<file path="src/rtl/axi_wr_slave.sv">
// AXI write-channel slave that turns each accepted write burst into a
// sequence of single-cycle memory write strobes, then returns one response.
// FIXED, INCR and WRAP bursts are supported; malformed bursts are consumed
// and answered with SLVERR.
module axi_wr_slave #(
    parameter int ADDR_W = 32,
    parameter int DATA_W = 32,
    parameter int ID_W   = 4
) (
    input  logic                clk,
    input  logic                rst,
    // write address channel
    input  logic [ID_W-1:0]     awid,
    input  logic [ADDR_W-1:0]   awaddr,
    input  logic [7:0]          awlen,
    input  logic [2:0]          awsize,
    input  logic [1:0]          awburst,
    input  logic                awvalid,
    output logic                awready,
    // write data channel
    input  logic [DATA_W-1:0]   wdata,
    input  logic [DATA_W/8-1:0] wstrb,
    input  logic                wlast,
    input  logic                wvalid,
    output logic                wready,
    // write response channel
    output logic [ID_W-1:0]     bid,
    output logic [1:0]          bresp,
    output logic                bvalid,
    input  logic                bready,
    // memory write port
    output logic                mem_we,
    output logic [ADDR_W-1:0]   mem_addr,
    output logic [DATA_W-1:0]   mem_wdata,
    output logic [DATA_W/8-1:0] mem_wstrb
);

    localparam int STRB_W   = DATA_W / 8;
    localparam int MAX_SIZE = $clog2(STRB_W);

    localparam logic [1:0] BURST_FIXED = 2'b00;
    localparam logic [1:0] BURST_INCR  = 2'b01;
    localparam logic [1:0] BURST_WRAP  = 2'b10;
    localparam logic [1:0] RESP_OKAY   = 2'b00;
    localparam logic [1:0] RESP_SLVERR = 2'b10;

    typedef enum logic [1:0] {
        IDLE,
        DATA,
        RESP
    } state_t;

    state_t state, state_nxt;

    // Burst context captured on the address handshake.
    logic [ID_W-1:0]   id_q;
    logic [ADDR_W-1:0] addr_q;
    logic [7:0]        len_q;
    logic [2:0]        size_q;
    logic [1:0]        burst_q;
    logic [7:0]        cnt_q;
    logic              err_q;      // sticky: any error seen in this burst
    logic              cfg_err_q;  // error known at AW time: writes suppressed

    logic              aw_hs;
    logic              w_hs;
    logic              last_beat;
    logic              cfg_bad;
    logic              wlast_bad;
    logic [ADDR_W-1:0] beat_bytes;
    logic [ADDR_W-1:0] wrap_mask;
    logic [ADDR_W-1:0] addr_nxt;

    // Handshake outputs are pure functions of the state; awready is also
    // held low while reset is asserted.
    assign awready = (state == IDLE) && !rst;
    assign wready  = (state == DATA);
    assign bvalid  = (state == RESP);
    assign bid     = bvalid ? id_q : '0;
    assign bresp   = (bvalid && err_q) ? RESP_SLVERR : RESP_OKAY;

    assign aw_hs     = awvalid && awready;
    assign w_hs      = wvalid && wready;
    assign last_beat = (cnt_q == len_q);
    assign wlast_bad = (wlast != last_beat);

    // Decode AW-time errors and the address of the next beat.
    always_comb begin
        // NOTE: every always_comb output gets a default first so no path can infer a latch.
        cfg_bad    = 1'b0;
        beat_bytes = ADDR_W'(1) << size_q;
        wrap_mask  = ((ADDR_W'(len_q) + ADDR_W'(1)) << size_q) - ADDR_W'(1);
        addr_nxt   = addr_q;

        if (awburst == 2'b11)
            cfg_bad = 1'b1;
        if (awburst == BURST_WRAP && !(awlen inside {8'd1, 8'd3, 8'd7, 8'd15}))
            cfg_bad = 1'b1;
        if (awsize > 3'(MAX_SIZE))
            cfg_bad = 1'b1;

        case (burst_q)
            BURST_FIXED: addr_nxt = addr_q;
            BURST_INCR:  addr_nxt = addr_q + beat_bytes;
            BURST_WRAP:  addr_nxt = (addr_q & ~wrap_mask) | ((addr_q + beat_bytes) & wrap_mask);
            default:     addr_nxt = addr_q;
        endcase
    end

    // State register.
    always_ff @(posedge clk or posedge rst) begin
        // NOTE: sequential state uses non-blocking assignments so all flops update together at the edge.
        if (rst)
            state <= IDLE;
        else
            state <= state_nxt;
    end

    // Next-state logic: one burst at a time, IDLE -> DATA -> RESP -> IDLE.
    always_comb begin
        state_nxt = state;
        case (state)
            IDLE:    if (aw_hs)             state_nxt = DATA;
            DATA:    if (w_hs && last_beat) state_nxt = RESP;
            RESP:    if (bready)            state_nxt = IDLE;
            default:                        state_nxt = IDLE;
        endcase
    end

    // Burst context, beat counting, error tracking and the memory write port.
    always_ff @(posedge clk or posedge rst) begin
        if (rst) begin
            id_q      <= '0;
            addr_q    <= '0;
            len_q     <= '0;
            size_q    <= '0;
            burst_q   <= '0;
            cnt_q     <= '0;
            err_q     <= 1'b0;
            cfg_err_q <= 1'b0;
            mem_we    <= 1'b0;
            mem_addr  <= '0;
            mem_wdata <= '0;
            mem_wstrb <= '0;
        end else begin
            // NOTE: mem_we defaults low each cycle so it is a one-cycle pulse per accepted beat.
            mem_we <= 1'b0;

            if (aw_hs) begin
                id_q      <= awid;
                addr_q    <= awaddr;
                len_q     <= awlen;
                size_q    <= awsize;
                burst_q   <= awburst;
                cnt_q     <= '0;
                err_q     <= cfg_bad;
                cfg_err_q <= cfg_bad;
            end

            if (w_hs) begin
                if (!cfg_err_q) begin
                    mem_we    <= 1'b1;
                    mem_addr  <= addr_q;
                    mem_wdata <= wdata;
                    mem_wstrb <= wstrb;
                end
                addr_q <= addr_nxt;
                cnt_q  <= cnt_q + 8'd1;
                if (wlast_bad)
                    err_q <= 1'b1;
            end
        end
    end

endmodule
</file>
<file path="config.mk">
export PLATFORM = sky130hd
export DESIGN_NAME = axi_wr_slave
export DESIGN_NICKNAME = d
export VERILOG_FILES = /design/src/rtl/axi_wr_slave.sv
export SDC_FILE = /design/constraint.sdc
export NUM_CORES = 1
export LEC_CHECK = 0
export CAP_MARGIN = 15
export CORE_MARGIN = 4
export CORE_UTILIZATION = 40
export DETAILED_ROUTE_END_ITERATION = 10
export GPL_TIMING_DRIVEN = 0
export PLACE_DENSITY = 0.76
export SLEW_MARGIN = 20
export SYNTH_ARGS = -nofsm -noshare
export SYNTH_HDL_FRONTEND = slang
export SYNTH_SLANG_ARGS = --single-unit
</file>
<file path="constraint.sdc">
create_clock -name clk -period 3.86 [get_ports clk]
set_clock_uncertainty 0.1 [all_clocks]
set_input_delay 0.386 -clock clk [delete_from_list [all_inputs] [get_ports clk]]
set_output_delay 0.386 -clock clk [all_outputs]
set_load 0.005 [all_outputs]
</file>
# ---- Word level (Yosys, flattened, before mapping)
# Cells that the tools add are included.
# W data, S select, Z words.
dict set report word_totals {
  regBits 130
  inputBits 91
  output_inout_bits 78
  elab_cells 74
}
dict set report op_classes {
  n_addsub 4
  order_cmp 1
  eq_ne 16
  shift 2
  muxes 19
  n_bitwise 5
  n_reduce_logical 14
}
# cell n
set ops {}
lappend ops {{$and A32 B32 Y32} 2}
lappend ops {{$mux W32} 2}
lappend ops {{$pmux W32 S2} 1}
lappend ops {{$add A32 B32 Y32} 1}
lappend ops {{$not A32 Y32} 1}
lappend ops {{$or A32 B32 Y32} 1}
lappend ops {{$shl A1 B3 Y32 const A} 1}
lappend ops {{$shl A9 B3 Y32} 1}
lappend ops {{$sub A32 B1 Y32 const B} 1}
lappend ops {{$mux W8} 2}
lappend ops {{$add A8 B1 Y9 const B} 1}
lappend ops {{$add A8 B1 Y8 const B} 1}
lappend ops {{$eq A2 B2 Y1 const B} 4}
lappend ops {{$eq A8 B1 Y1 const B} 1}
lappend ops {{$eq A8 B2 Y1 const B} 1}
lappend ops {{$eq A8 B3 Y1 const B} 1}
lappend ops {{$eq A8 B4 Y1 const B} 1}
lappend ops {{$eq A8 B8 Y1} 1}
lappend ops {{$mux W1} 8}
lappend ops {{$mux W2} 4}
lappend ops {{$logic_and A1 B1 Y1} 6}
lappend ops {{$pmux W2 S3} 1}
lappend ops {{$eq A2 B1 Y1 const B} 2}
lappend ops {{$mux W4} 1}
lappend ops {{other kinds (12)} 15}

# ---- Logic depth before layout (Yosys ltp)
dict set report logic_depth {
  word_depth 9
  depth_mapped 16
  depth_no_buf 13
}

# ---- Worst setup path before layout
# Ideal clock, no wire load.
dict set report synth_timing {
  path_kind {reg-to-reg}
  from {reg size_q[1]}
  to {reg (tool-made name)}
  setup_ps 77
  t_arrival_ps 3657
  required_time_ps 3683
  path_slack_ps 26
  path_stages_with_launch 16
  path_buffers 2
  period_less_slack_ps 3834
  cell_sequence {dfrtp_1 clkbuf_1 nor2_1 nand2_1 inv_1 ha_1 a21o_1 a21o_1 a2111oi_0 nor3_1 or2_1 clkbuf_1 and3_1 a2111oi_0 mux2i_1 o21ai_1}
}
# element line
set synth_rtl {}
lappend synth_rtl {{start, declared} 59} ;# logic [2:0] size_q;
lappend synth_rtl {{start signal, assigned} 153} ;# size_q <= awsize;

==> results.md <==
- Top-area cell type share of the netlist area: 0.424
- Post-synthesis compound-gate area fraction: 0.176
- Number of max-cap violations: 0
- Synthesized instance count: between 800 and 900
- Top Usage Layer GRT: met2
- CTS tree: done
- Logic pwr share: 0.540
- Critical Path Sink Type: flip-flop
- Post-synthesis simple-gate area fraction: 0.195
- Via count: 7,148
- Total congestion overflow: 0
- Area growth, synth to finish: 36.5%
- Number of nets with antenna violations after routing: 0
- IO Count: 169
- Setup violators final: 0
- Internal power: 5300 uW
- Final Instance Area: 10,500 sq um
- Initial Util: 0.409
- Final GP Congestion: 0.911
- Met2 usage: 0.341
- Synth Warn #: 0
- DRT iter0 DRCs: 702
- Die width: 147 microns
- Yosys top cell by area: dfrtp_1
- Mux cell area share after synthesis: 0.108
- CTS Hold Bufs: 0
- Met1 usage: 0.280
- Yosys reg bits: between 100 and 150
- Peak supply drop: 449 uV
- Clk slew on worst S/H paths: roughly 0.06 ns
- Filler cell count: 1,650
- M3 GR Usage: 0.0459
- Critical path data arrival time: 3.92 ns
- HPWL Detailed: roughly 17 mm
- Fin Hold WS: 0.199 ns
- Placed Cells: 1,219
- Syn Std Cell Area: ~7700 sq um
- Final worst path period need: approximately 3.7 ns
- Final hold violations: 0
- Setup TNS: 0 ns
- H-tree Lvls: 4
- Number of synthesized flops with an enable pin: 0
- CTS Buffer Depth: 2
- Tcrit/Tclk final: 0.953
- P per Cell Area: a little under 900 nW/um^2
- Antenna violations before repair: 0
- Synth unique cells: between 80 and 90
- CP Data Required Time: just over 4 ns
- Most frequent cells in the layout: 167 x clkdlybuf4s50_1, 129 x dfrtp_1, 109 x nand2_1
- Routed WL per cell: between 15 and 20 microns
- Max FO, Critical Path: 11
- Pin count of the biggest net entering global routing: 31
- Clock Sinks: 130
- Via/cell ratio: 5.71
- Syn_area_per_cell: 9.44 sq um
- Die Ht: ~150 microns
- Fmax: 272 MHz
- Post-Synth XOR/XNOR Area: 0.0320
- Ys async rst share: 1.00
- Share of cells above drive strength 1: 0.164
- DRC Markers: 0
- Seq/Total Area, Yosys: 0.424
- Mapped Nets: 917
- Placed Area: ~10000 sq um
- Slew headroom: 0.353
- Commonest non-fill, non-tap cell in the layout: clkdlybuf4s50_1
- Outcome: finished, final reports clean
- Die area: 21,500 sq um
- Num CTS Buffers: 17
- Max Slew Vio Count: 0
- Most used DFF post-synth: dfrtp_1
- Site row count: 50
- Tot GR Track Use: 0.212
- Worst Setup Start Kind: flip-flop
- Net Sw Frac: 0.415
- Power share of the clock group: 0.181
- Setup WS post-layout: roughly 0.18 ns
- Worst setup path class: flip-flop to flip-flop
- Final net count: 1,108
- Top cells by area, synth: dfrtp_1 42%, mux2_2 10%, nand2_1 5.3%
- Psw: 3760 uW
- Post-Layout Cell Count: 1,251
- Port Buffers: roughly 170
- TritonRoute pass-1 iters: 5
- Root Buffer: clkbuf_16
- Worst-Margin Slew: about 0.97 ns
- Final wirelength: 23.0 mm
- Clock Latency Late Sink: 0.42 ns
- Placeable Area: 18,800 sq um
- Combinational family with the most area after synthesis: simple AND/OR/NAND/NOR gates
- Reg power frac: 0.279
- Vias in the first global route: 7,174
- Pre-CTS WS: -0.711 ns
- Adder-cell share of the synthesized area: 0.0222
- Leakage: roughly 0.0042 uW
- Worst hold-check path type: input port to asynchronous set/reset pin
- Ant. Diodes: 0
- Global-route wire length before repair: 37.1 mm
## layout make-up
type                            instances  area, sq um  share of cell area
Clock inverter                         15          170              0.0162
Sequential cell                       130         3250               0.311
Multi-Input combinational cell        610         4200               0.401
Inverter                               24         93.8             0.00896
Timing Repair Buffer                  174         1800               0.172
Buffer                                 47          241              0.0230
Clock buffer                           17          425              0.0406
Tap cell                              234          293              0.0279
## worst paths after layout
check,start,to,slack [ns],cells past startpoint
worst max-delay path,size_q[1],flip-flop,0.18,15
worst min-delay path,rst,asynchronous set/reset pin,0.20,2
max in group asynchronous,rst,asynchronous set/reset pin,2.64,5
worst max register to register,size_q[1],flip-flop,0.18,15
worst min register to register,id_q[2],id_q[2],0.37,2
min in group clk,id_q[2],id_q[2],0.37,2
## synth_stat cells (5+ instances only)
library cell,instances
nand3_1,38
o22ai_1,15
dfrtp_1,130
o21a_1,5
mux2_2,69
buf_2,10
clkbuf_1,29
a31oi_1,11
or3_1,7
nand4_1,11
and2_1,11
nand2_1,109
o211ai_1,6
ha_1,12
nor2_1,52
nor2b_1,9
o21ai_0,40
a21oi_1,48
inv_1,24
nor3_1,13
nor4_1,10
nand2b_1,8
and3_1,9
a22oi_1,5
mux2i_1,5
xnor2_1,24
## timing repair
item | CTS | global route
buffers inserted | 0 | 2
resized for setup | 9 | 20
pin swaps | 0 | 4
setup endpoints to repair | 17 | 14
## stage by stage
stage / power, uW / utilization
after global placement: 7060 / 0.514
after detailed placement: 7190 / 0.520
after floorplan: 5460 / -
after global routing: 9670 / 0.558
final: 9060 / 0.558
after CTS: 8900 / 0.553
## kinds of logic (layout without fill, tap and decap cells)
family	Yosys count	after routing
and+or+nand+nor	303	303
AOI/OAI and AO/OA	191	191
DFF	130	130
muxes	74	74
buffers and inverters	73	277
xor gates and xnor gates	28	28
adders and majority gates	13	13
other	1	1
## power by group through the flow
stage / logic (uW) / clock network, uW / registers [uW]
detailed placement: 4670 / 0 / 2520
CTS: 4720 / 1660 / 2520
floorplan: 3030 / 0 / 2430
global route: 5330 / 1710 / 2620
finish: 4890 / 1640 / 2530
global placement: 4580 / 0 / 2480
## metal layers
layer / vias up / routed length, microns
met4: 0 / 646
met2: 314 / 10900
met1: 3444 / 9810
met3: 52 / 1670
met5: - / 0
li1: 3338 / -
## worst max-delay path, stage by stage (launching register included)
cell and delay, ns:
dfrtp_2 0.48, clkbuf_4 0.22, clkbuf_4 0.22, nor3_2 0.22
ha_1 0.20, inv_1 0.06, fa_1 0.40, nor2b_1 0.12
o21ai_0 0.14, a21oi_1 0.24, o21a_2 0.20, o211a_4 0.26
nand2_1 0.09, or4_1 0.40, a21o_1 0.17, o211ai_1 0.08
Note: power is estimated with default switching activity, not from simulation.
